<file path="src/rtl/key_panel_pkg.sv">
// Shared types and helpers for the front-panel key processor.
package key_panel_pkg;

  typedef enum logic [1:0] {
    IDLE    = 2'd0,
    PRESSED = 2'd1,
    HELD    = 2'd2
  } key_state_e;

  // Bits needed to hold 0..n-1; never narrower than one bit.
  function automatic int unsigned cnt_width(input int unsigned n);
    return (n < 2) ? 1 : $clog2(n);
  endfunction

  function automatic int unsigned max_u(input int unsigned a, input int unsigned b);
    return (a > b) ? a : b;
  endfunction

endpackage

</file>
<file path="src/rtl/key_channel.sv">
// One key: 2-flop synchroniser, debouncer and press/long/repeat event FSM.
module key_channel
  import key_panel_pkg::*;
#(
  parameter int unsigned ACTIVE_LOW    = 1,
  parameter int unsigned DEB_CYCLES    = 240000,
  parameter int unsigned LONG_CYCLES   = 12000000,
  parameter int unsigned REPEAT_CYCLES = 2400000
) (
  input  logic i_clk,
  input  logic i_rst_n,
  input  logic i_key,
  input  logic i_repeat_en,
  output logic o_level,
  output logic o_press,
  output logic o_release,
  output logic o_click,
  output logic o_long,
  output logic o_repeat
);

  localparam int unsigned DW = cnt_width(DEB_CYCLES);
  localparam int unsigned HW = cnt_width(max_u(LONG_CYCLES, REPEAT_CYCLES));
  localparam logic INV = (ACTIVE_LOW != 0);
  localparam logic [DW-1:0] DEB_LAST = DW'(DEB_CYCLES - 1);
  localparam logic [HW-1:0] LONG_LAST = HW'(LONG_CYCLES - 1);
  localparam logic [HW-1:0] REP_LAST = HW'(REPEAT_CYCLES - 1);

  logic          sync1, sync2;
  logic [DW-1:0] dc;
  logic [HW-1:0] hc;
  key_state_e    state;

  logic s_c, accept_c, press_c, release_c;

  assign s_c       = sync2 ^ INV;
  assign accept_c  = (s_c != o_level) && (dc == DEB_LAST);
  assign press_c   = accept_c & s_c;
  assign release_c = accept_c & ~s_c;

  // Synchroniser resets to the released pin level so reset never looks like a press.
  always_ff @(posedge i_clk or negedge i_rst_n) begin
    if (!i_rst_n) begin
      sync1 <= INV;
      sync2 <= INV;
    end else begin
      sync1 <= i_key;
      sync2 <= sync1;
    end
  end

  always_ff @(posedge i_clk or negedge i_rst_n) begin
    if (!i_rst_n) begin
      dc        <= '0;
      o_level   <= 1'b0;
      o_press   <= 1'b0;
      o_release <= 1'b0;
    end else begin
      o_press   <= press_c;
      o_release <= release_c;
      if (s_c == o_level) begin
        dc <= '0;
      end else if (dc == DEB_LAST) begin
        o_level <= s_c;
        dc      <= '0;
      end else begin
        dc <= dc + DW'(1);
      end
    end
  end

  // Release takes priority over any terminal count reached on the same edge.
  always_ff @(posedge i_clk or negedge i_rst_n) begin
    if (!i_rst_n) begin
      state    <= IDLE;
      hc       <= '0;
      o_click  <= 1'b0;
      o_long   <= 1'b0;
      o_repeat <= 1'b0;
    end else begin
      o_click  <= 1'b0;
      o_long   <= 1'b0;
      o_repeat <= 1'b0;
      if (release_c) begin
        o_click <= (state == PRESSED);
        state   <= IDLE;
        hc      <= '0;
      end else begin
        case (state)
          IDLE: begin
            hc <= '0;
            if (press_c) state <= PRESSED;
          end
          PRESSED: begin
            if (hc == LONG_LAST) begin
              o_long <= 1'b1;
              state  <= HELD;
              hc     <= '0;
            end else begin
              hc <= hc + HW'(1);
            end
          end
          HELD: begin
            if (!i_repeat_en) begin
              hc <= '0;
            end else if (hc == REP_LAST) begin
              o_repeat <= 1'b1;
              hc       <= '0;
            end else begin
              hc <= hc + HW'(1);
            end
          end
          default: begin
            state <= IDLE;
            hc    <= '0;
          end
        endcase
      end
    end
  end

endmodule

</file>
<file path="src/rtl/key_panel.sv">
// N-channel bank of independent key processors.
module key_panel
  import key_panel_pkg::*;
#(
  parameter int unsigned N_KEYS        = 4,
  parameter int unsigned ACTIVE_LOW    = 1,
  parameter int unsigned DEB_CYCLES    = 240000,
  parameter int unsigned LONG_CYCLES   = 12000000,
  parameter int unsigned REPEAT_CYCLES = 2400000
) (
  input  logic              i_clk,
  input  logic              i_rst_n,
  input  logic [N_KEYS-1:0] i_key,
  input  logic [N_KEYS-1:0] i_repeat_en,
  output logic [N_KEYS-1:0] o_level,
  output logic [N_KEYS-1:0] o_press,
  output logic [N_KEYS-1:0] o_release,
  output logic [N_KEYS-1:0] o_click,
  output logic [N_KEYS-1:0] o_long,
  output logic [N_KEYS-1:0] o_repeat
);

  for (genvar k = 0; k < int'(N_KEYS); k++) begin : g_ch
    key_channel #(
      .ACTIVE_LOW   (ACTIVE_LOW),
      .DEB_CYCLES   (DEB_CYCLES),
      .LONG_CYCLES  (LONG_CYCLES),
      .REPEAT_CYCLES(REPEAT_CYCLES)
    ) u_ch (
      .i_clk      (i_clk),
      .i_rst_n    (i_rst_n),
      .i_key      (i_key[k]),
      .i_repeat_en(i_repeat_en[k]),
      .o_level    (o_level[k]),
      .o_press    (o_press[k]),
      .o_release  (o_release[k]),
      .o_click    (o_click[k]),
      .o_long     (o_long[k]),
      .o_repeat   (o_repeat[k])
    );
  end

endmodule
</file>
<file path="config.mk">
export PLATFORM = sky130hd
export DESIGN_NAME = key_panel
export DESIGN_NICKNAME = d
export VERILOG_FILES = /design/src/rtl/key_panel_pkg.sv /design/src/rtl/key_channel.sv /design/src/rtl/key_panel.sv
export SDC_FILE = /design/constraint.sdc
export NUM_CORES = 1
export LEC_CHECK = 0
export CORE_MARGIN = 1.5
export CORE_UTILIZATION = 45
export DETAILED_ROUTE_END_ITERATION = 7
export GPL_TIMING_DRIVEN = 0
export PLACE_DENSITY = 0.68
export SYNTH_ARGS = -nofsm -noshare
export SYNTH_HDL_FRONTEND = slang
export SYNTH_SLANG_ARGS = --single-unit
export TNS_END_PERCENT = 20
</file>
<file path="constraint.sdc">
create_clock -name i_clk -period 1.84 [get_ports i_clk]
set_input_delay 0.552 -clock i_clk [delete_from_list [all_inputs] [get_ports i_clk]]
set_output_delay 0.552 -clock i_clk [all_outputs]
set_load 0.02 [all_outputs]
</file>
==> results.cfg, run 1 <==
[timing]
min_period_over_period_pct = 108.8
setup_viol = 84
max-slew-margin-rel_pct = 55.49
worst_pin_slew_ns = 0.6676
tns_ns = -7.443
setup_ws_ns = -0.1615
finalCriticalPeriod_ns = 2.001
hold_viol = 0
rsz0062_at_grt = true
whs_ns = 0.01971
max_freq_mhz = 499.6
skew_ns = 0.02895
slew_violations = 0

[placement]
placed_cells = 1357
place.gp.congestion = 0.8156
port_buffers = 33
place_area_um2 = 11000
dp_hpwl_um = 12120

[floorplan]
core_region_area_um2 = 22500
pin_count = 34
start_util_pct = 45.54
die_w_um = 153.9
die_h_um = 153.9
die_area_um2 = 23690
rows = 55

[route]
drt_iter0_markers = 359
avgRoutedWirePerCell_um = 13.81
via_count = 7554
drc = 0
wirelength_um = 20050
drt_first_pass_iters = 4
drtAntennaViolNets = 0
viasPerCell = 5.202

[status]
status = finished, violations left
violations = setup timing

[cells_and_area]
finalNonFillerCells = 1452
top_register = g_ch.u_ch.hc
drive_gt1_share_pct = 23.99
syn_to_final_growth_pct = 24.27
final_cell_mix = 192 x dfrtp_1, 170 x nor2_1, 91 x buf_4
top_regs = g_ch.u_ch.hc: 96 flops, g_ch.u_ch.dc: 72 flops, g_ch.u_ch.state: 8 flops
stdcell_area_um2 = 12740
final_common_cell = dfrtp_1
num_antenna_cells = 0
largest_reg_flops = 96
nets = 1181
postLayoutCoreUtil_pct = 56.60

[critical_path]
worst-path-max-fanout = 3
path_class = reg -> reg
critPathArrivalTime_ns = 2.42
cp.required_ns = 2.26
crit_path_end_kind = flop
worst_setup_path_start_kind = flop
reg2reg_from = g_ch[2].u_ch.dc[10]$_DFF_PN0_
r2r_end = g_ch[2].u_ch.state[1]$_DFFE_PN0P_
r2r_cells = 5
r2r_slack_ns = -0.16

[synth]
ys_ff_latch = 208
synth_ff_type = dfrtp_1
yosys_warnings = 0
synth-async-reset-ratio_pct = 100.0
synth_cell_type_count = 60
syn_nets = 1068
synth_edf_count = 0
synth_area_um2 = 10250
synth_area_per_cell_um2 = 9.873
synthCells = 1038
ys_seq_area_share_pct = 50.89

[worst_hold_path]
hold_class = in -> async

[cts]
clockBufferDepth = 3
cts_sinks = 208
clock_latency_ns = 0.52
clkTransAtPathRegs_ns = 0.06
cts_hold_buffers = 0
cts_max_level = 1
cts_buffers = 25
root_buffer = clkbuf_16
cts_tree = yes

[global_route]
grt_antenna_before_repair = 0
grt_usage_pct = 17.19
grt-ovfl-total = 0
grt_pass1_wl_um = 34590
first_global_vias = 7513
grt_max_degree = 124

[pwr]
leakage_nw = 5.261
power.density_nw_per_um2 = 748.8
ir_worst_vdd_uv = 583.7

[job]
max_cap_violations = 0
-- where the power goes --
group          leakage (nW)  switching [mW]  total, mW  internal, mW
combinational          2.01           0.140      0.211        0.0705
clock                 0.393            1.81       4.68          2.86
sequential             2.86          0.0351       4.65          4.62
total                  5.26            1.99       9.54          7.55
-- per-stage QoR --
step	setup WS, ns	power, mW
3_5_place_dp	-0.5744	4.928
6_report	-0.1615	9.536
3_3_place_gp	-8.606	4.921
4_1_cts	-0.1715	9.666
5_1_grt	-0.2434	9.893
2_1_floorplan	-0.1335	4.784
-- what timing repair did --
item,in CTS,in global routing
pin swaps,49,34
resized for setup,142,81
hold endpoints to repair,0,0
endpoints found under the setup margin,201,166
setup buffers,36,12
gates cloned,7,0
-- per-layer routing --
layer | vias to the layer above | track usage (%) | share of wire [%]
li1 | 3722 | - | -
met1 | 3693 | 23.46 | 46
met2 | 106 | 28.83 | 49
met3 | 33 | 2.339 | 3.3
met4 | 0 | 4.669 | 2.1
met5 | - | 0 | 0
-- Yosys cell counts, types with 9 or more instances --
| library cell | number | share of area (%) |
|---|---|---|
| buf_2 | 9 | 0.44 |
| and3_1 | 20 | 1.2 |
| nor4_1 | 11 | 0.67 |
| buf_4 | 26 | 1.9 |
| nand3_1 | 58 | 2.8 |
| xor2_1 | 79 | 6.8 |
| nand2_1 | 81 | 3.0 |
| nand4_1 | 32 | 2.0 |
| nor3_1 | 37 | 1.8 |
| dfrtp_1 | 200 | 49 |
| ha_1 | 20 | 2.4 |
| xnor2_1 | 77 | 6.6 |
| and4_1 | 18 | 1.5 |
| inv_1 | 39 | 1.4 |
| nor2_1 | 210 | 7.7 |
-- how the worst max path moves through the flow --
stage | start | end | depth (start not counted)
final | g_ch[2].u_ch.dc[10]$_DFF_PN0_ | g_ch[2].u_ch.state[1]$_DFFE_PN0P_ | 5
after detailed placement | g_ch[0].u_ch.dc[0]$_DFF_PN0_ | g_ch[0].u_ch.dc[12]$_DFF_PN0_ | 8
after global placement | i_rst_n | g_ch[2].u_ch.o_repeat$_DFF_PN0_ | 1
after CTS | g_ch[2].u_ch.dc[10]$_DFF_PN0_ | g_ch[2].u_ch.state[1]$_DFFE_PN0P_ | 5
after global routing | g_ch[2].u_ch.dc[10]$_DFF_PN0_ | g_ch[2].u_ch.state[1]$_DFFE_PN0P_ | 5
after floorplan | g_ch[2].u_ch.dc[10]$_DFF_PN0_ | g_ch[2].u_ch.state[1]$_DFFE_PN0P_ | 5
-- logic make-up after synthesis --
group           share of synthesized area [%]
fa+ha+maj                               2.442
mux                                    0.1953
buf+inv                                 4.224
xor+xnor                                13.33
flops                                   50.89
simple gates                            25.99
compound gates                          2.930
-- final cells by class --
type,count,area [µm²]
Buffer,40,356.6
Clock buffer,37,730.7
Clock inverter,6,58.81
Fill cell,1919,9767
Inverter,39,146.4
Multi-Input combinational cell,748,5085
Sequential cell,208,5225
Tap cell,285,356.6
Timing Repair Buffer,89,777.0
-- critical path, cell delays in order (launching register included) --
cell	delay, ns
dfrtp_1	0.37
nand4b_1	0.17
or4b_4	0.51
or4_4	0.54
a21oi_4	0.15
mux2i_1	0.20
(Power assumes the default switching activity.)
==> run 2, diff against run 1 <==
--- a/config.mk
+++ b/config.mk
@@ -6,10 +6,10 @@
 export NUM_CORES = 1
 export LEC_CHECK = 0
 export CORE_MARGIN = 1.5
-export CORE_UTILIZATION = 45
+export CORE_UTILIZATION = 55
 export DETAILED_ROUTE_END_ITERATION = 7
 export GPL_TIMING_DRIVEN = 0
-export PLACE_DENSITY = 0.68
+export PLACE_DENSITY = 0.8
 export SYNTH_ARGS = -nofsm -noshare
 export SYNTH_HDL_FRONTEND = slang
 export SYNTH_SLANG_ARGS = --single-unit
==> results.cfg, run 2 (same netlist as run 1, synthesis figures left out) <==
[status]
status = finished, violations left
violations = DRC, setup timing

[timing]
max_freq_mhz = 468.0
slew_violations = 0
skew_ns = 0.01880
hold_viol = 0
finalCriticalPeriod_ns = 2.137
whs_ns = 0.02765
max-slew-margin-rel_pct = 55.20
setup_viol = 115
setup_ws_ns = -0.2966
min_period_over_period_pct = 116.1
worst_pin_slew_ns = 0.6702
rsz0062_at_grt = true
tns_ns = -17.33

[cts]
clockBufferDepth = 3
clkTransAtPathRegs_ns = 0.06
cts_sinks = 208
clock_latency_ns = 0.51
cts_max_level = 1
root_buffer = clkbuf_16
cts_buffers = 23
cts_hold_buffers = 0
cts_tree = yes

[critical_path]
crit_path_end_kind = flop
path_class = reg -> reg
worst-path-max-fanout = 3
crit_chain = nand4b_1, or4b_4, or4_4, a21oi_4, mux2i_1
critical_path.startpoint = g_ch[2].u_ch.dc[10]$_DFF_PN0_
worst_setup_path_start_kind = flop
slowest_delay_ns = 0.56
critPathArrivalTime_ns = 2.56
cp_slowest_cell = or4b_4
reg2reg_from = g_ch[2].u_ch.dc[10]$_DFF_PN0_
cp.required_ns = 2.26

[cells_and_area]
finalNonFillerCells = 1389
nets = 1173
final_cell_mix = 195 x dfrtp_1, 181 x nor2_1, 88 x buf_4
num_antenna_cells = 0
postLayoutCoreUtil_pct = 68.44
top_register = g_ch.u_ch.hc
top_regs = g_ch.u_ch.hc: 96 flops, g_ch.u_ch.dc: 72 flops, g_ch.u_ch.state: 8 flops
final_common_cell = dfrtp_1
drive_gt1_share_pct = 21.47
syn_to_final_growth_pct = 21.19
largest_reg_flops = 96
fill_cells = 1300

[global_route]
grt_max_degree = 123
first_global_vias = 7309
grt-ovfl-total = 0
grt_usage_pct = 20.14
grt_pass1_wl_um = 33310
grt_antenna_before_repair = 0

[route]
viasPerCell = 5.428
drt_first_pass_iters = 6
via_count = 7539
drt_iter0_markers = 262
avgRoutedWirePerCell_um = 14.42
wirelength_um = 20030
drc = 5
drtAntennaViolNets = 0

[pwr]
ir_worst_vdd_uv = 515.1
leakage_nw = 5.149
power.density_nw_per_um2 = 767.8

[placement]
dp_hpwl_um = 12010
placed_cells = 1301
place.gp.congestion = 0.8244
port_buffers = 33

[worst_hold_path]
hold_class = in -> async

[floorplan]
die_area_um2 = 19460
start_util_pct = 56.47
pin_count = 34
rows = 49
core_region_area_um2 = 18150
die_h_um = 139.5
die_w_um = 139.5

[job]
max_cap_violations = 0
## run 2: cell types whose count changed in the layout (fill, tap and decap cells not counted), moves of 4 or more
cell / delta
nor3_1: +5
nor2_1: +11
nor3_2: -5
nor2_4: -10
buf_8: -4
## run 2: layout make-up
cell class                      count  area [µm²]  share of cell area [%]
Sequential cell                   208        5221                   42.04
Multi-Input combinational cell    748        4935                   39.73
Timing Repair Buffer               82       694.4                   5.591
Clock buffer                       34       656.9                   5.289
Buffer                             41       359.1                   2.891
Tap cell                          229       286.5                   2.307
Inverter                           39       146.4                   1.179
Clock inverter                      8       121.4                  0.9771
## run 2: per-layer routing
layer / track usage (%) / wire, µm / vias up
met5: 0 / 0 / -
met4: 6.047 / 431 / 0
met3: 2.684 / 637 / 38
met2: 34.90 / 10050 / 125
met1: 26.43 / 8916 / 3688
li1: - / - / 3688
## run 2: power breakdown
| group | internal (mW) | switching (mW) | total (mW) |
|---|---|---|---|
| logic | 0.0748 | 0.140 | 0.215 |
| registers | 4.61 | 0.0336 | 4.65 |
| clock network | 2.89 | 1.78 | 4.68 |
| total | 7.58 | 1.96 | 9.54 |
## run 2: final timing paths
kind | to | slack (ns) | cells after the start
max in group asynchronous | g_ch[0].u_ch.dc[0]$_DFF_PN0_ | 0.83 | 2
worst min register to register | g_ch[0].u_ch.sync2$_DFF_PN1_ | 0.36 | 0
worst max-delay path | g_ch[2].u_ch.state[1]$_DFFE_PN0P_ | -0.30 | 5
worst max register to register | g_ch[2].u_ch.state[1]$_DFFE_PN0P_ | -0.30 | 5
min in group i_clk | g_ch[0].u_ch.sync2$_DFF_PN1_ | 0.36 | 0
worst min-delay path | g_ch[1].u_ch.dc[15]$_DFF_PN0_ | 0.03 | 1
## run 2: through the flow
step	setup WS, ns	cell area (µm²)	total power [mW]
floorplan	-0.1335	10280	4.784
global placement	-8.260	10890	4.916
detailed placement	-0.5676	10930	4.925
CTS	-0.3225	12120	9.644
global route	-0.3704	12420	9.866
finish	-0.2966	12420	9.537
## run 2: repair_timing
item / CTS / global route
buffers inserted: 26 / 17
pin swaps: 42 / 18
setup endpoints to repair: 203 / 176
gates cloned: 4 / 1
resized for setup: 105 / 60
## run 2: critical path, delay by kind of cell, from the launching register on
family	cells	cell delay (ns)
AOI/OAI and AO/OA	1	0.16
and+or+nand+nor	3	1.30
DFF	1	0.41
muxes	1	0.19
